--- config.mk ---
export PLATFORM = sky130hd
export DESIGN_NAME = hack_run_ctrl
export DESIGN_NICKNAME = d
export VERILOG_FILES = /design/src/rtl/hack_run_ctrl.sv
export SDC_FILE = /design/constraint.sdc
export NUM_CORES = 1
export LEC_CHECK = 0
export CAP_MARGIN = 10
export CORE_MARGIN = 1.5
export CORE_UTILIZATION = 40
export CTS_BUF_LIST = sky130_fd_sc_hd__clkbuf_4 sky130_fd_sc_hd__clkbuf_8
export DETAILED_ROUTE_END_ITERATION = 7
export PLACE_DENSITY = 0.7
export SYNTH_ARGS = -nofsm -noshare
export SYNTH_HDL_FRONTEND = slang
export SYNTH_SLANG_ARGS = --single-unit
--- constraint.sdc ---
create_clock -name clock -period 5.25 [get_ports clock]
set_clock_uncertainty 0.15 [all_clocks]
set_input_delay 0.525 -clock clock [delete_from_list [all_inputs] [get_ports clock]]
set_output_delay 0.525 -clock clock [all_outputs]
set_load 0.05 [all_outputs]
--- src/rtl/hack_run_ctrl.sv ---
// Run-control and debug unit for the Hack Computer: owns the CPU reset and clock
// enable, and halts on breakpoints, cycle budget, tight end-loops or command.
module hack_run_ctrl #(
  parameter  int PC_WIDTH   = 15,
  parameter  int NUM_BP     = 4,
  parameter  int CNT_WIDTH  = 32,
  parameter  int RST_CYCLES = 2,
  parameter  int LOOP_COUNT = 4,
  localparam int BP_W       = (NUM_BP > 1) ? $clog2(NUM_BP) : 1
) (
  input  logic                 clock,
  input  logic                 reset,
  input  logic [PC_WIDTH-1:0]  pc,
  input  logic                 cmd_valid,
  input  logic [2:0]           cmd_op,
  input  logic [3:0]           cmd_idx,
  input  logic [CNT_WIDTH-1:0] cmd_arg,
  output logic                 cmd_ready,
  output logic                 cpu_reset,
  output logic                 cpu_en,
  output logic [2:0]           state,
  output logic [2:0]           halt_reason,
  output logic [BP_W-1:0]      bp_hit,
  output logic [CNT_WIDTH-1:0] cycle_count
);

  localparam int RC_W = (RST_CYCLES > 1) ? $clog2(RST_CYCLES) : 1;
  localparam int LC_W = $clog2(LOOP_COUNT + 1);
  localparam logic [RC_W-1:0] RST_LAST = RC_W'(RST_CYCLES - 1);
  localparam logic [LC_W-1:0] LOOP_MAX = LC_W'(LOOP_COUNT);

  typedef enum logic [2:0] {
    S_IDLE  = 3'd0,
    S_RESET = 3'd1,
    S_RUN   = 3'd2,
    S_STEP  = 3'd3,
    S_HALT  = 3'd4
  } state_e;

  typedef enum logic [2:0] {
    OP_NOP        = 3'd0,
    OP_START      = 3'd1,
    OP_STOP       = 3'd2,
    OP_STEP       = 3'd3,
    OP_RESUME     = 3'd4,
    OP_SET_BP     = 3'd5,
    OP_CLR_BP     = 3'd6,
    OP_SET_BUDGET = 3'd7
  } op_e;

  typedef enum logic [2:0] {
    R_NONE   = 3'd0,
    R_STOP   = 3'd1,
    R_BP     = 3'd2,
    R_BUDGET = 3'd3,
    R_LOOP   = 3'd4,
    R_STEP   = 3'd5
  } reason_e;

  state_e               state_q, state_d;
  logic [RC_W-1:0]      rst_cnt_q, rst_cnt_d;
  logic [CNT_WIDTH-1:0] cycle_count_q, cycle_count_d;
  logic [CNT_WIDTH-1:0] budget_q, budget_d;
  logic [LC_W-1:0]      loop_cnt_q, loop_cnt_d;
  logic [PC_WIDTH-1:0]  hist0_q, hist0_d, hist1_q, hist1_d;
  logic                 hv0_q, hv0_d, hv1_q, hv1_d;
  logic                 suppress_q, suppress_d;
  logic [2:0]           halt_reason_q, halt_reason_d;
  logic [BP_W-1:0]      bp_hit_q, bp_hit_d;

  logic                 bp_en_q   [NUM_BP];
  logic [PC_WIDTH-1:0]  bp_addr_q [NUM_BP];
  logic [NUM_BP-1:0]    bp_match;
  logic                 bp_any;
  logic [BP_W-1:0]      bp_idx;

  logic    cmd_go, op_start, op_stop, op_step, op_resume, op_set_budget, bp_wr;
  logic    start_go, resume_go, step_go;
  logic    bp_active, budget_hit, loop_hit, run_stop;
  reason_e stop_reason;

  assign cmd_ready = (state_q == S_IDLE) || (state_q == S_HALT) || (state_q == S_RUN);
  assign cmd_go    = cmd_valid && cmd_ready;

  assign op_start      = cmd_go && (cmd_op == OP_START);
  assign op_stop       = cmd_go && (cmd_op == OP_STOP);
  assign op_step       = cmd_go && (cmd_op == OP_STEP);
  assign op_resume     = cmd_go && (cmd_op == OP_RESUME);
  assign op_set_budget = cmd_go && (cmd_op == OP_SET_BUDGET);
  assign bp_wr         = cmd_go && ((cmd_op == OP_SET_BP) || (cmd_op == OP_CLR_BP));

  assign start_go  = op_start && ((state_q == S_IDLE) || (state_q == S_HALT));
  assign resume_go = op_resume && (state_q == S_HALT);
  assign step_go   = op_step && (state_q == S_HALT);

  // Out-of-range indices never match any gi, so they fall through harmlessly.
  for (genvar gi = 0; gi < NUM_BP; gi++) begin : g_bp
    always_ff @(posedge clock or posedge reset) begin
      if (reset) begin
        bp_en_q[gi]   <= 1'b0;
        bp_addr_q[gi] <= '0;
      end else if (bp_wr && (cmd_idx == 4'(gi))) begin
        bp_en_q[gi]   <= (cmd_op == OP_SET_BP);
        bp_addr_q[gi] <= cmd_arg[PC_WIDTH-1:0];
      end
    end
    assign bp_match[gi] = bp_en_q[gi] && (bp_addr_q[gi] == pc);
  end

  always_comb begin
    bp_any = |bp_match;
    bp_idx = '0;
    for (int i = NUM_BP - 1; i >= 0; i--) begin
      if (bp_match[i]) bp_idx = BP_W'(i);
    end
  end

  assign bp_active  = bp_any && !suppress_q;
  assign budget_hit = (budget_q != '0) && (cycle_count_q == budget_q);
  assign loop_hit   = (loop_cnt_q == LOOP_MAX);

  always_comb begin
    stop_reason = R_NONE;
    if (op_stop)         stop_reason = R_STOP;
    else if (bp_active)  stop_reason = R_BP;
    else if (budget_hit) stop_reason = R_BUDGET;
    else if (loop_hit)   stop_reason = R_LOOP;
  end

  assign run_stop = (state_q == S_RUN) && (stop_reason != R_NONE);

  always_ff @(posedge clock or posedge reset) begin
    if (reset) state_q <= S_IDLE;
    else       state_q <= state_d;
  end

  always_comb begin
    state_d = state_q;
    case (state_q)
      S_IDLE:  if (start_go) state_d = S_RESET;
      S_RESET: if (rst_cnt_q == RST_LAST) state_d = S_RUN;
      S_RUN:   if (run_stop) state_d = S_HALT;
      S_STEP:  state_d = S_HALT;
      S_HALT: begin
        if (start_go)       state_d = S_RESET;
        else if (resume_go) state_d = S_RUN;
        else if (step_go)   state_d = S_STEP;
      end
      default: state_d = S_IDLE;
    endcase
  end

  always_comb begin
    cpu_reset = (state_q == S_IDLE) || (state_q == S_RESET);
    cpu_en    = ((state_q == S_RUN) && !run_stop) || (state_q == S_STEP);
  end

  always_comb begin
    rst_cnt_d     = rst_cnt_q;
    cycle_count_d = cycle_count_q;
    budget_d      = budget_q;
    loop_cnt_d    = loop_cnt_q;
    hist0_d       = hist0_q;
    hist1_d       = hist1_q;
    hv0_d         = hv0_q;
    hv1_d         = hv1_q;
    suppress_d    = suppress_q;
    halt_reason_d = halt_reason_q;
    bp_hit_d      = bp_hit_q;

    if (op_set_budget) budget_d = cmd_arg;

    if (start_go) begin
      rst_cnt_d     = '0;
      cycle_count_d = '0;
      loop_cnt_d    = '0;
      hv0_d         = 1'b0;
      hv1_d         = 1'b0;
    end else begin
      if (state_q == S_RESET) rst_cnt_d = rst_cnt_q + RC_W'(1);
      if (cpu_en) begin
        if (cycle_count_q != '1) cycle_count_d = cycle_count_q + CNT_WIDTH'(1);
        // pc equal to the one two instructions back covers both 1- and 2-instruction loops.
        if (hv1_q && (pc == hist1_q)) begin
          if (loop_cnt_q != LOOP_MAX) loop_cnt_d = loop_cnt_q + LC_W'(1);
        end else begin
          loop_cnt_d = '0;
        end
        hist0_d = pc;
        hist1_d = hist0_q;
        hv0_d   = 1'b1;
        hv1_d   = hv0_q;
      end
    end

    if (resume_go)                          suppress_d = 1'b1;
    else if (start_go || state_q == S_RUN)  suppress_d = 1'b0;

    if (start_go || resume_go || step_go) begin
      halt_reason_d = R_NONE;
      bp_hit_d      = '0;
    end else if (run_stop) begin
      halt_reason_d = stop_reason;
      if (stop_reason == R_BP) bp_hit_d = bp_idx;
    end else if (state_q == S_STEP) begin
      halt_reason_d = R_STEP;
    end
  end

  always_ff @(posedge clock or posedge reset) begin
    if (reset) begin
      rst_cnt_q     <= '0;
      cycle_count_q <= '0;
      budget_q      <= '0;
      loop_cnt_q    <= '0;
      hist0_q       <= '0;
      hist1_q       <= '0;
      hv0_q         <= 1'b0;
      hv1_q         <= 1'b0;
      suppress_q    <= 1'b0;
      halt_reason_q <= '0;
      bp_hit_q      <= '0;
    end else begin
      rst_cnt_q     <= rst_cnt_d;
      cycle_count_q <= cycle_count_d;
      budget_q      <= budget_d;
      loop_cnt_q    <= loop_cnt_d;
      hist0_q       <= hist0_d;
      hist1_q       <= hist1_d;
      hv0_q         <= hv0_d;
      hv1_q         <= hv1_d;
      suppress_q    <= suppress_d;
      halt_reason_q <= halt_reason_d;
      bp_hit_q      <= bp_hit_d;
    end
  end

  assign state       = state_q;
  assign halt_reason = halt_reason_q;
  assign bp_hit      = bp_hit_q;
  assign cycle_count = cycle_count_q;

endmodule

# --- Word level (Yosys, flattened, before mapping) ---
# Cells that the tools add are included.
word_totals:
  out_inout_bits: 43
  word_cells: 139
  input_bits: 57
  n_memories: 0
  latchBits: 0
  mem_bits_ro: 0
  regBits: 173
  ram_bits: 0
op_classes:
  shifts: 0
  muxes: 36
  reduce_logical: 50
  magnitude_cmp: 0
  n_mul: 0
  n_div: 0
  bitwise_logic: 1
  n_eq_ne: 29
  n_addsub: 3
ops:
  columns: ["cell", "count"]
  rows:
  - ["$mux 32", 3]
  - ["$eq 15x15->1", 5]
  - ["$mux 3", 17]
  - ["$add 32x1->32 const B", 1]
  - ["$eq 32x32->1", 1]
  - ["$ne 32x32->1 const B", 1]
  - ["$reduce_bool 32->1", 1]
  - ["$logic_and 1x1->1", 23]
  - ["$eq 3x3->1 const B", 6]
  - ["$eq 3x2->1 const B", 5]
  - ["$pmux 3 s5", 1]
  - ["$mux 2", 7]
  - ["$reduce_bool 2->1", 6]
  - ["$eq 4x2->1 const B", 2]
  - ["$logic_or 1x1->1", 8]
  - ["$mux 1", 8]
  - ["$reduce_and 2->1", 4]
  - ["$eq 3x1->1 const B", 2]
  - ["$ne 2x2->1 const B", 3]
  - ["$reduce_bool 3->1", 2]
  - ["$eq 4x1->1 const B", 1]
  - ["$logic_not 4->1", 1]
  - ["$ne 4x4->1 const B", 1]
  - ["$reduce_and 4->1", 1]
  - ["8 further kinds", 9]

# --- Depth between registers and ports, before layout ---
# Gate-level depths: netlist (run 1).
depth:
  depth_word: 13
  depth_mapped: 10
  depth_no_buf: 7

# --- Worst setup path after synthesis (run 1) ---
# No wires, ideal clock.
synth_timing:
  path_type: "register -> output"
  startpoint: "register cycle_count_q[2], in the netlist cycle_count[2]"
  endpoint: "output cpu_en"
  required_ns: 4.575
  setup_slack_ns: 2.415
  arrival_time_ns: 2.160
  stages_incl_launch_ff: 9
  path_cell_list: "dfrtp_1 > buf_6 > xor2_1 > nor4_2 > nand4_1 > or3_1 > nand3_2 > nand2_2 > buf_2"
synth_via:
  elab_chain_cells: 10
synth_rtl:
  columns: ["item", "line_no", "source"]
  rows:
  - ["from (decl)", "62", "logic [CNT_WIDTH-1:0] cycle_count_q, cycle_count_d;"]
  - ["from (signal assigned)", "225", "cycle_count_q <= cycle_count_d;"]
  - ["$eq 32x32->1", "119", "assign budget_hit = (budget_q != '0) && (cycle_count_q == budget_q);"]
  - ["$logic_and 1x1->1", "119", null]
  - ["$mux 3", "126", "else if (budget_hit) stop_reason = R_BUDGET;"]
  - ["$mux 3", "125", "else if (bp_active) stop_reason = R_BP;"]
  - ["$mux 3", "124", "if (op_stop) stop_reason = R_STOP;"]
  - ["$reduce_bool 3->1", "130", "assign run_stop = (state_q == S_RUN) && (stop_reason != R_NONE);"]
  - ["$logic_and 1x1->1", "130", null]
  - ["$logic_not 1->1", "155", "cpu_en = ((state_q == S_RUN) && !run_stop) || (state_q == S_STEP);"]
  - ["$logic_and 1x1->1", "155", null]
  - ["$logic_or 1x1->1", "155", null]
  - ["to (decl)", "20", "output logic cpu_en,"]
# No other way between the ends.

# --- Worst setup path in the final report (run 1) ---
layout_timing:
  startpoint: "input pc[5]"
  endpoint: "output cpu_en"
layout_via:
  elab_chain_cells: 11
layout_rtl:
  columns: ["item", "line_no", "source"]
  rows:
  - ["from (decl)", "13", "input logic [PC_WIDTH-1:0] pc,"]
  - ["$eq 15x15->1", "107", "assign bp_match[gi] = bp_en_q[gi] && (bp_addr_q[gi] == pc);"]
  - ["$logic_and 1x1->1", "107", null]
  - ["$reduce_or 4->1 (*)", "111", "bp_any = |bp_match;"]
  - ["$logic_and 1x1->1 (*)", "118", "assign bp_active = bp_any && !suppress_q;"]
  - ["$mux 3 (*)", "125", null]
  - ["$mux 3 (*)", "124", null]
  - ["$reduce_bool 3->1 (*)", "130", null]
  - ["$logic_and 1x1->1 (*)", "130", null]
  - ["$logic_not 1->1 (*)", "155", null]
  - ["$logic_and 1x1->1 (*)", "155", null]
  - ["$logic_or 1x1->1 (*)", "155", null]
# Mark *: on every way between the ends. The rest lies on a longest branch, timed or not.

==> impl_metrics.py, run 1 <==
metrics = {
    "global_route": {
        "antenna_found_initial": 0,
        "first_global_vias": 6333,
        "grt_max_degree": 174,
        "met1_usage_pct": 28.6,
        "grt_pass1_wl_um": 36300,
        "grt_usage_pct": 19.8,
        "top_usage_layer": "met2",
        "grt_overflow": 0,
        "use_met3_pct": 2.75,
        "use_met2_pct": 30.8,
    },
    "pwr": {
        "power.leakage_uw": 0.00437,
        "ir_drop_mv": 0.204,
        "power.density_nw_per_um2": 425,
    },
    "sta": {
        "holdWs_ns": 0.343,
        "fin_crit_sh_pct": 78.2,
        "fmax_mhz": 244,
        "finalMaxSlewViolations": 0,
        "slew_headroom_pct": 28.4,
        "finalSetupTns_ns": 0,
        "hold_violations": 0,
        "rsz0062_at_grt": "false",
        "period_needed_ns": 4.11,
        "setup_viol": 0,
        "worst_pin_slew_ns": 1.07,
    },
    "cts": {
        "post_cts_buffers": 0,
        "cts_tree": "done",
        "root_buffer": "clkbuf_8",
        "cts.sinks": 173,
        "cts.htree.levels": 4,
        "cts_max_path_buffers": 2,
        "cts_buffers": 17,
        "path_clk_slew_ns": 0.10,
        "clkLatencyLatePin_ns": 0.48,
        "cts.repair.resized": 0,
        "postCtsHoldBufs": 0,
    },
    "synth": {
        "synth_area_leader_cell": "dfrtp_1",
        "synth_area_um2": 9040,
        "synth_ff_type": "dfrtp_1",
        "synthDistinctLibCells": 57,
        "ys_ff_latch": 173,
        "yosysWarnings": 0,
        "synthArstFlopShare_pct": 100,
        "seq_area_frac_synth_pct": 47.9,
        "synth_cells": 784,
        "synth_edf_count": 0,
        "synth_top_area_share_pct": 47.9,
        "synth_nets": 844,
        "syn_area_per_cell_um2": 11.5,
        "synthTopCellsByArea": "dfrtp_1 48%, mux2_2 14%, xnor2_1 7.0%, xor2_1 3.6%, nand4_1 2.8%",
    },
    "floorplan": {
        "die_area_um2": 23500,
        "core_area_um2": 22000,
        "fp.dieW_um": 153,
        "start_util_pct": 41.0,
        "die_y_um": 153,
        "io_pins": 100,
        "num_rows": 54,
    },
    "layout": {
        "final_nets": 921,
        "final_cell_area_um2": 10600,
        "final_util_pct": 48.3,
        "nFillCells": 1973,
        "fin_cells": 1154,
        "final_common_cell": "dfrtp_1",
        "drive_above_1_share_pct": 19.7,
        "n_antenna_cell": 0,
        "seqCellArea_um2": 4330,
        "layout_common_cells": "173 x dfrtp_1, 114 x mux2_2, 98 x clkdlybuf4s50_1",
        "multi_input_area_um2": 4420,
        "area_delta_synth_final_pct": 17.6,
    },
    "place": {
        "place_area_um2": 10200,
        "dp.cells": 1122,
        "gp_congestion": 0.834,
        "port_buffers": 99,
        "hpwl_um": 16300,
    },
    "drt": {
        "wirelength_um": 22700,
        "viasPerCell": 5.64,
        "vias": 6510,
        "drt_pass1_iterations": 8,
        "drt-initial-drc-count": 486,
        "antenna_left": 0,
        "wire_per_inst_um": 19.7,
        "drc": 0,
    },
    "critical_path": {
        "crit_type": "in2out",
        "critPathMaxFanout": 20,
        "critPathCaptureType": "primary output",
        "arrival_ns": 3.43,
        "cp-start-kind": "input pin",
        "critPathRequiredTime_ns": 4.58,
    },
    "outcome": {
        "outcome": "finished clean",
    },
    "flow_run": {
        "maxCapViolations": 0,
    },
    "worst_hold_path": {
        "hp-class": "reg2reg",
    },
}
layer usage:
metal	vias to the layer above	part of all wire [%]
met2	188	47
met5	-	0
met3	27	4.5
met4	0	1.4
met1	3270	47
li1	3025	-
worst paths after layout:
| path | from | cells past startpoint | endpoint | slack [ns] |
|---|---|---|---|---|
| worst min-delay path | hist0_q[9]$_DFFE_PP0P_ | 1 | hist0_q[9]$_DFFE_PP0P_ | 0.34 |
| worst max register to register | cycle_count[9]$_DFFE_PP0P_ | 8 | hist0_q[8]$_DFFE_PP0P_ | 1.87 |
| max in group asynchronous | reset | 3 | bp_addr_q[56]$_DFFE_PP0P_ | 3.76 |
| min in group asynchronous | reset | 3 | budget_q[7]$_DFFE_PP0P_ | 0.52 |
| worst max-delay path | pc[5] | 8 | cpu_en | 1.14 |
| worst min register to register | hist0_q[9]$_DFFE_PP0P_ | 1 | hist0_q[9]$_DFFE_PP0P_ | 0.34 |
state kept, by name, indices dropped and copies added (netlist names), 4 cells and up:
name and flops:
hist1_q 15, hist0_q 15, bp_addr_q 60, budget_q 32, bp_en_q 4, cycle_count 32
through the flow:
stage / total power [uW] / worst slack (ns)
2_1_floorplan: 3050 / 2.36
3_3_place_gp: 3480 / 1.17
3_5_place_dp: 3510 / 1.14
4_1_cts: 4540 / 1.20
5_1_grt: 4760 / 1.06
6_report: 4520 / 1.14
cells in the mapped netlist, types with 4 or more instances:
| master | number |
|---|---|
| nand2b_1 | 11 |
| nand2_1 | 41 |
| buf_4 | 5 |
| nor4_2 | 5 |
| nor2_1 | 15 |
| mux2_1 | 12 |
| nor4_1 | 20 |
| nand4_1 | 41 |
| mux2_2 | 114 |
| nand3_1 | 19 |
| xor2_1 | 37 |
| and3_1 | 11 |
| o31ai_1 | 17 |
| a211oi_1 | 4 |
| clkbuf_1 | 12 |
| and2_1 | 4 |
| a21oi_1 | 35 |
| or4_1 | 19 |
| mux2i_1 | 16 |
| or3_1 | 5 |
| o21ai_0 | 10 |
| xnor2_1 | 72 |
| buf_2 | 25 |
| inv_1 | 12 |
| dfrtp_1 | 173 |
power by group:
group / internal [uW] / switching, uW / total (uW)
combinational: 667 / 773 / 1440
clock: 458 / 575 / 1030
sequential: 1690 / 363 / 2050
total: 2810 / 1710 / 4520
critical path, stage by stage:
cell and delay (ns):
clkdlybuf4s50_1 0.71, xnor2_1 0.17, nand4_1 0.15, nor4_1 0.68, o41ai_2 0.25, nand3_2 0.40, nand2_2 0.27, buf_4 0.28
logic make-up after synthesis:
kind of cell / share of synthesized area [%]
DFF: 47.9
adders and majority gates: 0.415
AOI/OAI and AO/OA: 6.60
muxes: 17.5
xor gates and xnor gates: 10.6
buffers and inverters: 3.22
and+or+nand+nor: 13.8
cell type report:
cell class | count | area share, %
Multi-Input combinational cell | 553 | 41.6
Sequential cell | 173 | 40.7
Timing Repair Buffer | 104 | 9.77
Tap cell | 280 | 3.29
Clock buffer | 17 | 2.20
Clock inverter | 15 | 2.01
Inverter | 12 | 0.459
Power figures use the tool's default switching activity.
==> run 2: changes to the inputs <==
==> constraint.sdc (replaced) <==
create_clock -name clock -period 3.61 [get_ports clock]
set_clock_uncertainty 0.15 [all_clocks]
set_input_delay 0.361 -clock clock [delete_from_list [all_inputs] [get_ports clock]]
set_output_delay 0.361 -clock clock [all_outputs]
set_load 0.05 [all_outputs]
==> impl_metrics.py, run 2 (same netlist as run 1, synthesis figures left out) <==
metrics = {
    "global_route": {
        "grt_max_degree": 146,
        "grt_pass1_wl_um": 36400,
        "first_global_vias": 6534,
        "antenna_found_initial": 1,
        "grt_overflow": 0,
        "grt_usage_pct": 20.1,
    },
    "sta": {
        "worst_pin_slew_ns": 0.818,
        "finalMaxSlewViolations": 0,
        "hold_violations": 0,
        "fin_crit_sh_pct": 97.7,
        "rsz0062_at_grt": "false",
        "setup_viol": 0,
        "holdWs_ns": 0.217,
        "period_needed_ns": 3.53,
        "finalSetupTns_ns": 0,
        "fmax_mhz": 283,
        "slew_headroom_pct": 45.5,
    },
    "worst_hold_path": {
        "hp-class": "in2async",
    },
    "critical_path": {
        "regToRegStartpoint": "cycle_count[9]$_DFFE_PP0P_",
        "rr_worst_depth": 8,
        "arrival_ns": 3.02,
        "critPathMaxFanout": 24,
        "crit_start": "cycle_count[9]$_DFFE_PP0P_",
        "rrSetupSlack_ns": 0.64,
        "crit_path_end": "cpu_en",
        "critPathRequiredTime_ns": 3.10,
        "r2r_end": "hist0_q[9]$_DFFE_PP0P_",
        "cp-start-kind": "flip-flop",
        "critPathCaptureType": "primary output",
        "crit_type": "reg2out",
    },
    "place": {
        "port_buffers": 99,
        "hpwl_um": 16800,
        "dp.cells": 1139,
        "gp_congestion": 0.917,
    },
    "drt": {
        "antenna_left": 0,
        "wirelength_um": 23000,
        "drt_pass1_iterations": 5,
        "viasPerCell": 5.65,
        "wire_per_inst_um": 19.6,
        "drc": 0,
        "drt-initial-drc-count": 477,
        "vias": 6619,
    },
    "outcome": {
        "outcome": "finished clean",
    },
    "cts": {
        "path_clk_slew_ns": 0.10,
        "post_cts_buffers": 0,
        "cts.sinks": 173,
        "cts_max_path_buffers": 2,
        "cts_tree": "done",
        "cts.htree.levels": 4,
        "cts.repair.resized": 0,
        "clkLatencyLatePin_ns": 0.48,
        "postCtsHoldBufs": 0,
        "cts_buffers": 17,
        "root_buffer": "clkbuf_8",
    },
    "layout": {
        "regMostFlops": "bp_addr_q",
        "final_util_pct": 49.0,
        "largest_reg_flops": 60,
        "area_delta_synth_final_pct": 19.3,
        "drive_above_1_share_pct": 21.2,
        "final_common_cell": "dfrtp_1",
        "nFillCells": 1988,
        "layout_common_cells": "173 x dfrtp_1, 114 x mux2_2, 98 x clkdlybuf4s50_1",
        "final_nets": 938,
        "fin_cells": 1172,
    },
    "pwr": {
        "power.leakage_uw": 0.00445,
        "finalPower_uw": 6580,
        "power.density_nw_per_um2": 611,
        "ir_drop_mv": 0.265,
    },
    "floorplan": {
        "die_y_um": 153,
        "die_area_um2": 23500,
        "start_util_pct": 41.0,
        "core_area_um2": 22000,
        "io_pins": 100,
        "fp.dieW_um": 153,
        "num_rows": 54,
    },
    "flow_run": {
        "maxCapViolations": 0,
    },
}
## run 2: where the power goes
part	total [uW]	internal [uW]	switching, uW
logic	2200	1030	1170
clock network	1430	595	836
registers	2960	2450	506
total	6580	4080	2510
## run 2: final cells by class
class                   instances  area, um^2  share of cell area [%]
multi-input cells             553        4420                    41.0
diodes                          1        2.50                  0.0232
clock buffers                  17         234                    2.17
inverters                      12        48.8                   0.453
clock inverters                15         195                    1.81
flip-flops and latches        173        4330                    40.1
repair buffers                121        1200                    11.2
well taps                     280         350                    3.25
## run 2: worst min path at each step
| stage | start | to | slack (ns) | cells after the start |
|---|---|---|---|---|
| after floorplan | hist0_q[10]$_DFFE_PP0P_ | hist0_q[10]$_DFFE_PP0P_ | 0.30 | 1 |
| after global placement | hist0_q[12]$_DFFE_PP0P_ | hist0_q[12]$_DFFE_PP0P_ | 0.31 | 1 |
| after detailed placement | hist0_q[11]$_DFFE_PP0P_ | hist0_q[11]$_DFFE_PP0P_ | 0.32 | 1 |
| after CTS | reset | budget_q[30]$_DFFE_PP0P_ | 0.22 | 3 |
| after global routing | reset | budget_q[27]$_DFFE_PP0P_ | 0.24 | 3 |
| final | reset | budget_q[27]$_DFFE_PP0P_ | 0.22 | 3 |
## run 2: critical path, cell delays in order (launching register included)
cell and delay, ns:
dfrtp_1 0.52, xor2_1 0.22, nor4_1 0.50, nand4_1 0.17, or3_1 0.51, nand3_2 0.17, nand2_2 0.09, buf_12 0.21
buf_12 0.16
## run 2: through the flow
step,setup WS [ns],instance area [um^2]
2_1_floorplan,0.829,9040
3_5_place_dp,0.260,10400
3_3_place_gp,0.306,10400
6_report,0.0826,10800
5_1_grt,0.0326,10800
4_1_cts,0.135,10800
## run 2: metal layers
layer  global-route usage (%)  part of all wire [%]  vias to the layer above
met1                     27.3                    45                     3337
met5                        0                     0                        -
met3                     3.94                   4.6                       50
li1                         -                     -                     3040
met2                     31.0                    47                      192
met4                     9.15                   3.1                        0
